<file path="config.mk">
export PLATFORM = sky130hd
export DESIGN_NAME = pe_seq_ctrl
export DESIGN_NICKNAME = d
export VERILOG_FILES = /design/src/rtl/pe_seq_ctrl.sv
export SDC_FILE = /design/constraint.sdc
export NUM_CORES = 1
export LEC_CHECK = 0
export BUFFER_PORTS_ARGS = -buffer_cell sky130_fd_sc_hd__buf_4
export CORE_UTILIZATION = 35
export CTS_BUF_LIST = sky130_fd_sc_hd__clkbuf_2
export DETAILED_ROUTE_END_ITERATION = 16
export PLACE_DENSITY_LB_ADDON = 0.2
export RECOVER_POWER = 100
export REMOVE_ABC_BUFFERS = 1
export SYNTH_ARGS = -nofsm -noshare
export SYNTH_HDL_FRONTEND = slang
export SYNTH_SLANG_ARGS = --single-unit
export TNS_END_PERCENT = 10
</file>
<file path="constraint.sdc">
create_clock -name clk -period 4.25 [get_ports clk]
set_clock_uncertainty 0.15 [all_clocks]
set_input_delay 0.85 -clock clk [delete_from_list [all_inputs] [get_ports clk]]
set_output_delay 0.85 -clock clk [all_outputs]
set_load 0.1 [all_outputs]
</file>
<file path="src/rtl/pe_seq_ctrl.sv">
// Convolution PE sequencer: issues per-tap scratchpad reads, steers the PE
// mult/acc selects through a pipeline-matched delay line, and hands off psums.
module pe_seq_ctrl #(
  parameter int unsigned ADDR_WIDTH = 4,
  parameter int unsigned LEN_WIDTH  = 5,
  parameter int unsigned CNT_WIDTH  = 8,
  parameter int unsigned PIPE_LAT   = 3
) (
  input  logic                  clk,
  input  logic                  rst,
  input  logic                  start,
  input  logic [LEN_WIDTH-1:0]  cfg_len,
  input  logic [CNT_WIDTH-1:0]  cfg_num_out,
  input  logic [ADDR_WIDTH-1:0] cfg_stride,
  output logic                  rd_en,
  output logic [ADDR_WIDTH-1:0] ifmap_addr,
  output logic [ADDR_WIDTH-1:0] fltr_addr,
  output logic                  mult_seln,
  output logic                  acc_seln,
  output logic                  psum_valid,
  input  logic                  psum_ready,
  output logic                  busy,
  output logic                  done
);

  localparam int unsigned DRAIN_WIDTH = $clog2(PIPE_LAT + 1);

  typedef enum logic [2:0] {
    IDLE   = 3'd0,
    ISSUE  = 3'd1,
    DRAIN  = 3'd2,
    OUTPUT = 3'd3,
    FIN    = 3'd4
  } state_e;

  state_e                 state_q, state_d;
  logic [LEN_WIDTH-1:0]   tap_q, tap_d;
  logic [CNT_WIDTH-1:0]   win_q, win_d;
  logic [ADDR_WIDTH-1:0]  base_q, base_d;
  logic [DRAIN_WIDTH-1:0] drain_q, drain_d;
  logic [LEN_WIDTH-1:0]   len_q, len_d;
  logic [CNT_WIDTH-1:0]   num_q, num_d;
  logic [ADDR_WIDTH-1:0]  stride_q, stride_d;

  logic                  rd_en_q, rd_en_d;
  logic [ADDR_WIDTH-1:0] ifmap_addr_q, ifmap_addr_d;
  logic [ADDR_WIDTH-1:0] fltr_addr_q, fltr_addr_d;
  logic                  first_q, first_d;
  logic                  psum_valid_q, psum_valid_d;
  logic                  busy_q, busy_d;
  logic                  done_q, done_d;
  logic [PIPE_LAT-1:0]   mult_dl_q;
  logic [PIPE_LAT-1:0]   acc_dl_q;

  // State, counters, latched config, registered outputs and PE delay line
  always_ff @(posedge clk or posedge rst) begin
    if (rst) begin
      state_q      <= IDLE;
      tap_q        <= '0;
      win_q        <= '0;
      base_q       <= '0;
      drain_q      <= '0;
      len_q        <= '0;
      num_q        <= '0;
      stride_q     <= '0;
      rd_en_q      <= 1'b0;
      ifmap_addr_q <= '0;
      fltr_addr_q  <= '0;
      first_q      <= 1'b0;
      psum_valid_q <= 1'b0;
      busy_q       <= 1'b0;
      done_q       <= 1'b0;
      mult_dl_q    <= '0;
      acc_dl_q     <= '0;
    end else begin
      state_q      <= state_d;
      tap_q        <= tap_d;
      win_q        <= win_d;
      base_q       <= base_d;
      drain_q      <= drain_d;
      len_q        <= len_d;
      num_q        <= num_d;
      stride_q     <= stride_d;
      rd_en_q      <= rd_en_d;
      ifmap_addr_q <= ifmap_addr_d;
      fltr_addr_q  <= fltr_addr_d;
      first_q      <= first_d;
      psum_valid_q <= psum_valid_d;
      busy_q       <= busy_d;
      done_q       <= done_d;
      mult_dl_q    <= PIPE_LAT'({mult_dl_q, rd_en_q});
      acc_dl_q     <= PIPE_LAT'({acc_dl_q, first_q});
    end
  end

  // Next-state and counter update
  always_comb begin
    state_d  = state_q;
    tap_d    = tap_q;
    win_d    = win_q;
    base_d   = base_q;
    drain_d  = drain_q;
    len_d    = len_q;
    num_d    = num_q;
    stride_d = stride_q;
    unique case (state_q)
      IDLE: begin
        if (start) begin
          len_d    = cfg_len;
          num_d    = cfg_num_out;
          stride_d = cfg_stride;
          tap_d    = '0;
          win_d    = '0;
          base_d   = '0;
          if (cfg_len == '0 || cfg_num_out == '0) state_d = FIN;
          else                                    state_d = ISSUE;
        end
      end
      ISSUE: begin
        if (tap_q == len_q - LEN_WIDTH'(1)) begin
          state_d = DRAIN;
          drain_d = DRAIN_WIDTH'(PIPE_LAT);
        end else begin
          tap_d = tap_q + LEN_WIDTH'(1);
        end
      end
      DRAIN: begin
        if (drain_q == DRAIN_WIDTH'(1)) state_d = OUTPUT;
        else                            drain_d = drain_q - DRAIN_WIDTH'(1);
      end
      OUTPUT: begin
        if (psum_ready) begin
          if (win_q == num_q - CNT_WIDTH'(1)) begin
            state_d = FIN;
          end else begin
            state_d = ISSUE;
            base_d  = base_q + stride_q;
            tap_d   = '0;
            win_d   = win_q + CNT_WIDTH'(1);
          end
        end
      end
      FIN:     state_d = IDLE;
      default: state_d = IDLE;
    endcase
  end

  // Output values for the coming cycle, derived from the next state
  always_comb begin
    rd_en_d      = (state_d == ISSUE);
    ifmap_addr_d = '0;
    fltr_addr_d  = '0;
    first_d      = 1'b0;
    if (rd_en_d) begin
      ifmap_addr_d = base_d + ADDR_WIDTH'(tap_d);
      fltr_addr_d  = ADDR_WIDTH'(tap_d);
      first_d      = (tap_d == '0);
    end
    psum_valid_d = (state_d == OUTPUT);
    busy_d       = (state_d != IDLE);
    done_d       = (state_d == FIN);
  end

  assign rd_en      = rd_en_q;
  assign ifmap_addr = ifmap_addr_q;
  assign fltr_addr  = fltr_addr_q;
  assign mult_seln  = mult_dl_q[PIPE_LAT-1];
  assign acc_seln   = acc_dl_q[PIPE_LAT-1];
  assign psum_valid = psum_valid_q;
  assign busy       = busy_q;
  assign done       = done_q;

endmodule

</file>
==> metrics.yaml, run 1 <==
outcome:
  status: "finished, final reports clean"
timing:
  report.final.hold_viol_count: 0
  fin_hold_ws_ps: 221
  worst_pin_slew_ps: 1350
  max_slew_margin: 0.101
  setup_viol: 0
  min_period_over_period: 0.981
  min_period_ps: 4170
  drv_slew: 0
  clock.fmax_ghz: 0.240
  tns_ps: 0
critical_path:
  crit_top_cell: "a21o_1"
  cp-startpoint: "num_q[1]$_DFFE_PP0P_"
  arrival_ps: 4400
  slowest_stage: "dfrtp_1"
  required_ps: 4480
  critPathMaxFanout: 8
  max_stage_delay_ps: 430
  r2r_start: "num_q[1]$_DFFE_PP0P_"
  start_kind: "flop"
  r2r_slack_ps: 80
  endpoint_kind: "flop"
  reg2reg_to: "ifmap_addr[3]$_DFF_PP0_"
  worst_r2r_path_depth: 19
  crit_chain: "inv_1, ha_4, o21bai_1, a211oi_2, o21bai_1, a211oi_2, o21a_1, or2_4, a21o_1, a21o_1, ha_1, a21o_1, a21oi_2, buf_4, nor4b_1, mux2_1, a2111o_1, xor2_1, nor2_1"
  worstSetupPathType: "flop to flop"
global_route:
  first_global_vias: 2573
  grt_max_degree: 37
  grt_overflow_total: 0
  antenna_found_initial: 0
  grt_pass1_wl_um: 12800
  groute.usage.overall: 0.173
synthesis:
  synthAdderAreaFrac: 0.0557
  synth_flop_cell: "dfrtp_1"
  synthTopCellsByCount: "nand2_1, dfrtp_1, nor2_1, inv_1, xnor2_1"
  synth.area.top_cells: "dfrtp_1, nand2_1, ha_1"
  synth_seq_cells: 58
  synthesis.area_mm2: 0.00319
  synth_edf_count: 0
  synth.area.mux_share: 0.00980
  synth_top_area_frac: 0.455
  synth-async-reset-ratio: 1.00
  ys_seq_area_frac: 0.455
  yosysTopAreaCell: "dfrtp_1"
  yosysMostFrequentCell: "nand2_1"
  synth-xor-area-share: 0.0659
  ys_warn_count: 0
  synth.distinct_cells: 60
  syn_inst: 337
  syn_area_per_cell_um2: 9.47
  synth_top_family_by_area: "simple AND/OR/NAND/NOR gates"
  synthSimpleGateAreaFrac: 0.217
  synth_compound_area_frac: 0.157
placement:
  dp_hpwl_um: 5500
  gp_congestion: 0.891
  port_buffers: 34
clock_network:
  cts_made_buffers: 9
  path_clk_slew_ps: 180
  cts_root_buffer: "clkbuf_2"
  clk_latency_ps: 490
  cts_sinks: 58
  cts_hold_buf: 0
  cts.path.max_buffers: 2
  htreeDepth: 3
  cts_tree: "built"
cells_and_area:
  drive_gt1_frac: 0.163
  layout.nets: 422
  num_antenna_cells: 0
  area_growth_pct: 18.2
die:
  initial_core_util: 0.364
  fp.dieW_um: 97.5
  die_h_um: 97.5
  rows: 34
  io_pins: 35
  die_area_mm2: 0.00950
  core_mm2: 0.00876
worst_hold_path:
  hp-class: "flop to flop"
  hold_start: "acc_dl_q[1]$_DFF_PP0_"
  hold-path-endpoint: "acc_dl_q[2]$_DFF_PP0_"
  holdPathStages: 0
route:
  detail_route.wl_per_cell_um: 15.2
  met3_length_um: 295
  drcViolationCount: 0
  wl_met1_um: 3660
  firstDrtPassIters: 4
  totalWireLength_um: 7630
  ant_nets: 0
  drtIter0Drc: 101
  maxUsedRoutingLayer: "met4"
  wl_met2_um: 3550
  via_count: 2554
  vias_per_cell: 5.10
run:
  cap_violations: 0
pwr:
  ir_worst_vdd_uv: 347
  p_leak_nw: 1.74
  p_per_area_mw_per_mm2: 836
-- through the flow --
step	worst slack (ps)	instance area, um^2	util	instances	total power (W)
after floorplan	-1470	3130	-	323	0.00224
after global placement	82.2	3640	0.415	480	0.00270
after detailed placement	-36.1	3640	0.415	480	0.00273
after CTS	4.65	3770	0.431	496	0.00315
after global routing	-66.1	3770	0.430	501	0.00342
final	82.4	3770	0.430	501	0.00315
-- per-layer routing --
metal	vias up	track usage
li1	1266	-
met2	49	0.260
met4	0	0.0803
met3	9	0.0367
met1	1230	0.239
met5	-	0
-- cell type report --
type,instances,area (um^2)
sequential,58,1450
fill,880,4990
clock inverter,6,81.3
clock buffer,10,50.0
timing repair buffer,54,338
multi-input combinational,247,1650
tap,108,135
inverter,18,67.6
-- power breakdown --
group,switching [W],leakage (nW),internal [W]
combinational,0.00117,0.920,0.000642
clock,0.000212,0.0793,0.000193
sequential,0.000181,0.739,0.000753
-- cells by family after synthesis --
logic type               after synthesis
buffers and inverters                 32
AO/OA/AOI/OAI                         65
XOR/XNOR                              24
AND/OR/NAND/NOR                      142
flip-flops                            58
multiplexers                           3
adder cells (fa/ha/maj)               13
-- state kept, by name (all words and copies together) (netlist names) --
register,cells
acc_dl_q,3
base_q,4
busy,1
done,1
drain_q,2
first_q,1
fltr_addr,4
ifmap_addr,4
len_q,5
mult_dl_q,3
num_q,8
psum_valid,1
rd_en,1
state_q,3
stride_q,4
tap_q,5
win_q,8
-- what timing repair did --
action                                  in CTS  in global routing
setup buffers                                0                  5
endpoints found under the setup margin       1                  1
pin swaps                                    1                  6
resized for setup                            1                  7
-- worst max-delay path by stage --
stage / to / slack [ps]
after floorplan: ifmap_addr[3]$_DFF_PP0_ / -1470
after global placement: ifmap_addr[3]$_DFF_PP0_ / 80
after detailed placement: ifmap_addr[3]$_DFF_PP0_ / -40
after CTS: ifmap_addr[3]$_DFF_PP0_ / 5
after global routing: ifmap_addr[3]$_DFF_PP0_ / -70
final: ifmap_addr[3]$_DFF_PP0_ / 80
-- placed cells by master (no fill, tap or decap), types with 6 or more instances in the layout --
master     n
dfrtp_1   58
nand2_1   59
a21o_1     7
a21oi_1    8
xnor2_1   15
ha_1      10
o21ai_0    9
inv_1     16
nand3_1   11
clkbuf_2  10
clkbuf_1  18
nand2b_1   6
xor2_1     9
buf_4     35
nor3_1    11
nor2_1    25
-- critical path: cells and delay by family, from the launching register on --
family,cells,cell delay [ps]
adder cells (fa/ha/maj),2,480
XOR/XNOR,1,140
multiplexers,1,300
flip-flops,1,430
AND/OR/NAND/NOR,3,360
buffers and inverters,2,260
AO/OA/AOI/OAI,10,1940
Power figures use the tool's default switching activity.
==> run 2: changes to the inputs <==
- BUFFER_PORTS_ARGS: -buffer_cell sky130_fd_sc_hd__buf_4 -> -buffer_cell sky130_fd_sc_hd__buf_2
==> run 2 against run 1 <==
Effect of this change:
- final area decreased by 0.63%
- final cell count increased by 0.40%
- clock power decreased by 15%
- sequential power about the same
- critical path depth unchanged
- first-iteration DRC count increased by 37%
- total power decreased by 0.48%
- die area unchanged
- wire length decreased by 0.59%
- via count increased by 1.1%
- sequential cell count unchanged
- count of clock-buffer cells in the layout decreased by 1
- critical path type unchanged
- critical endpoint unchanged
- largest cell class unchanged
==> metrics.yaml, run 2 (synthesis results as in run 1) <==
cells_and_area:
  layout_common_cells: "nand2_1, dfrtp_1, buf_2, nor2_1, buf_4"
  final_common_cell: "nand2_1"
  final_area_mm2: 0.00375  # -0.63%
  postLayoutCoreUtil: 0.428  # -0.00271
  reg_top3: "num_q (8), win_q (8)"
  drive_gt1_frac: 0.213  # +0.0498
  layout.nets: 424  # +0.47%
  area_growth_pct: 17.5
  num_antenna_cells: 0  # unchanged
critical_path:
  critPathMaxFanout: 7  # -1
  arrival_ps: 4300  # -100 ps
  crit_top_cell: "a21o_1"
  crit_buf_inv: 2  # unchanged
  crit_chain: "inv_1, ha_4, o21bai_1, a211oi_2, o21bai_2, a211oi_2, o21a_1, or2_4, a21o_1, a21o_1, ha_1, a21o_1, a21oi_1, buf_4, nor2_1, mux2_1, a2111o_1, xor2_1, nor2_1"
  crit_family: "compound AO/OA/AOI/OAI gates"
  max_stage_delay_ps: 450  # +20 ps
  endpoint_kind: "flop"
  worstSetupPathType: "flop to flop"
  slowest_stage: "dfrtp_1"
  start_kind: "flop"
  required_ps: 4500  # +20 ps
global_route:
  first_global_vias: 2525  # -1.9%
  grt_overflow_total: 0  # unchanged
  groute.usage.overall: 0.173  # -0.000474
  grt_pass1_wl_um: 12700  # -0.86%
  antenna_found_initial: 0  # unchanged
  grt_max_degree: 37  # unchanged
timing:
  clock.fmax_ghz: 0.246  # +2.7%
  report.final.hold_viol_count: 0  # unchanged
  rsz0062_at_grt: "false"
  min_period_over_period: 0.955  # -0.0260
  setup_viol: 0  # unchanged
  max_slew_margin: 0.119  # +0.0175
  drv_slew: 0  # unchanged
  tns_ps: 0  # unchanged
  min_period_ps: 4060  # -110 ps
  worst_pin_slew_ps: 1320  # -24.8 ps
die:
  initial_core_util: 0.364  # unchanged
  rows: 34  # unchanged
  die_h_um: 97.5  # unchanged
  core_mm2: 0.00876  # unchanged
  io_pins: 35  # unchanged
  fp.dieW_um: 97.5  # unchanged
  die_area_mm2: 0.00950  # unchanged
clock_network:
  htreeDepth: 3  # unchanged
  cts.path.max_buffers: 2  # unchanged
  clk_latency_ps: 510  # +20 ps
  cts_root_buffer: "clkbuf_2"
  path_clk_slew_ps: 180  # about the same
  cts_tree: "built"
  cts_sinks: 58  # unchanged
  cts_made_buffers: 9  # unchanged
outcome:
  status: "finished, final reports clean"
pwr:
  power_w: 0.00314  # -0.48%
  ir_worst_vdd_uv: 504  # +45%
  p_leak_nw: 1.78  # +2.4%
  p_per_area_mw_per_mm2: 837  # +0.15%
route:
  vias_per_cell: 5.13  # +0.66%
  firstDrtPassIters: 4  # unchanged
  via_count: 2581  # +1.1%
  ant_nets: 0  # unchanged
  detail_route.wl_per_cell_um: 15.1  # -0.99%
  drcViolationCount: 0  # unchanged
  totalWireLength_um: 7580  # -0.59%
  drtIter0Drc: 138  # +37%
placement:
  gp_congestion: 0.920  # +3.2%
  place_area_mm2: 0.00356  # -2.3%
  port_buffers: 34  # unchanged
  dp_hpwl_um: 5440  # -0.99%
run:
  cap_violations: 0  # unchanged
worst_hold_path:
  hp-class: "flop to flop"
==> run 2: stage by stage <==
stage	worst slack, ps	hold slack, ps	instances
detailed placement	-18.0	185	480
CTS	28.9	222	496
floorplan	-1470	181	323
global placement	79.4	183	480
global route	5.97	230	503
finish	193	218	503
==> run 2: worst register-to-register path: cells and delay by family (launching register included) <==
kind            cells  cell delay (ps)
compound gates     10             1820
xor+xnor            1              140
fa+ha+maj           2              460
buf+inv             2              280
flops               1              450
mux                 1              290
simple gates        3              360
==> run 2: report_power, final <==
| part | internal, W | switching [W] |
|---|---|---|
| Clock | 0.000129 | 0.000217 |
| Sequential | 0.000753 | 0.000182 |
| Combinational | 0.000674 | 0.00118 |
==> run 2: final cells by class <==
class,instances,area [um^2]
Clock buffer,9,45.0
Sequential cell,58,1450
Tap cell,108,135
Clock inverter,7,60.1
Fill cell,907,5020
Inverter,18,67.6
Timing Repair Buffer,56,328
Multi-Input combinational cell,247,1660
==> run 2: layer usage <==
layer / up-vias / global-route usage / wire length (um)
met5: - / 0 / 0
met4: 0 / 0.0792 / 136
met3: 12 / 0.0360 / 326
met2: 52 / 0.260 / 3440
met1: 1246 / 0.238 / 3670
li1: 1271 / - / -
==> run 2: path summary, 6_finish.rpt <==
kind / cells after the start / to / slack, ps / start
setup reg to reg: 19 / ifmap_addr[3]$_DFF_PP0_ / 190 / num_q[1]$_DFFE_PP0P_
hold / removal: 0 / acc_dl_q[2]$_DFF_PP0_ / 220 / acc_dl_q[1]$_DFF_PP0_
hold reg to reg: 0 / acc_dl_q[2]$_DFF_PP0_ / 220 / acc_dl_q[1]$_DFF_PP0_
max in group asynchronous: 3 / base_q[0]$_DFF_PP0_ / 1600 / rst
min in group asynchronous: 2 / num_q[5]$_DFFE_PP0P_ / 520 / rst
setup / recovery: 19 / ifmap_addr[3]$_DFF_PP0_ / 190 / num_q[1]$_DFFE_PP0P_
==> run 2: repair_timing <==
action / CTS / global route
pin swaps: 0 / 6
hold buffers: 0 / 0
buffers inserted: 0 / 7
gates resized for setup: 1 / 11
endpoints found under the setup margin: 1 / 1
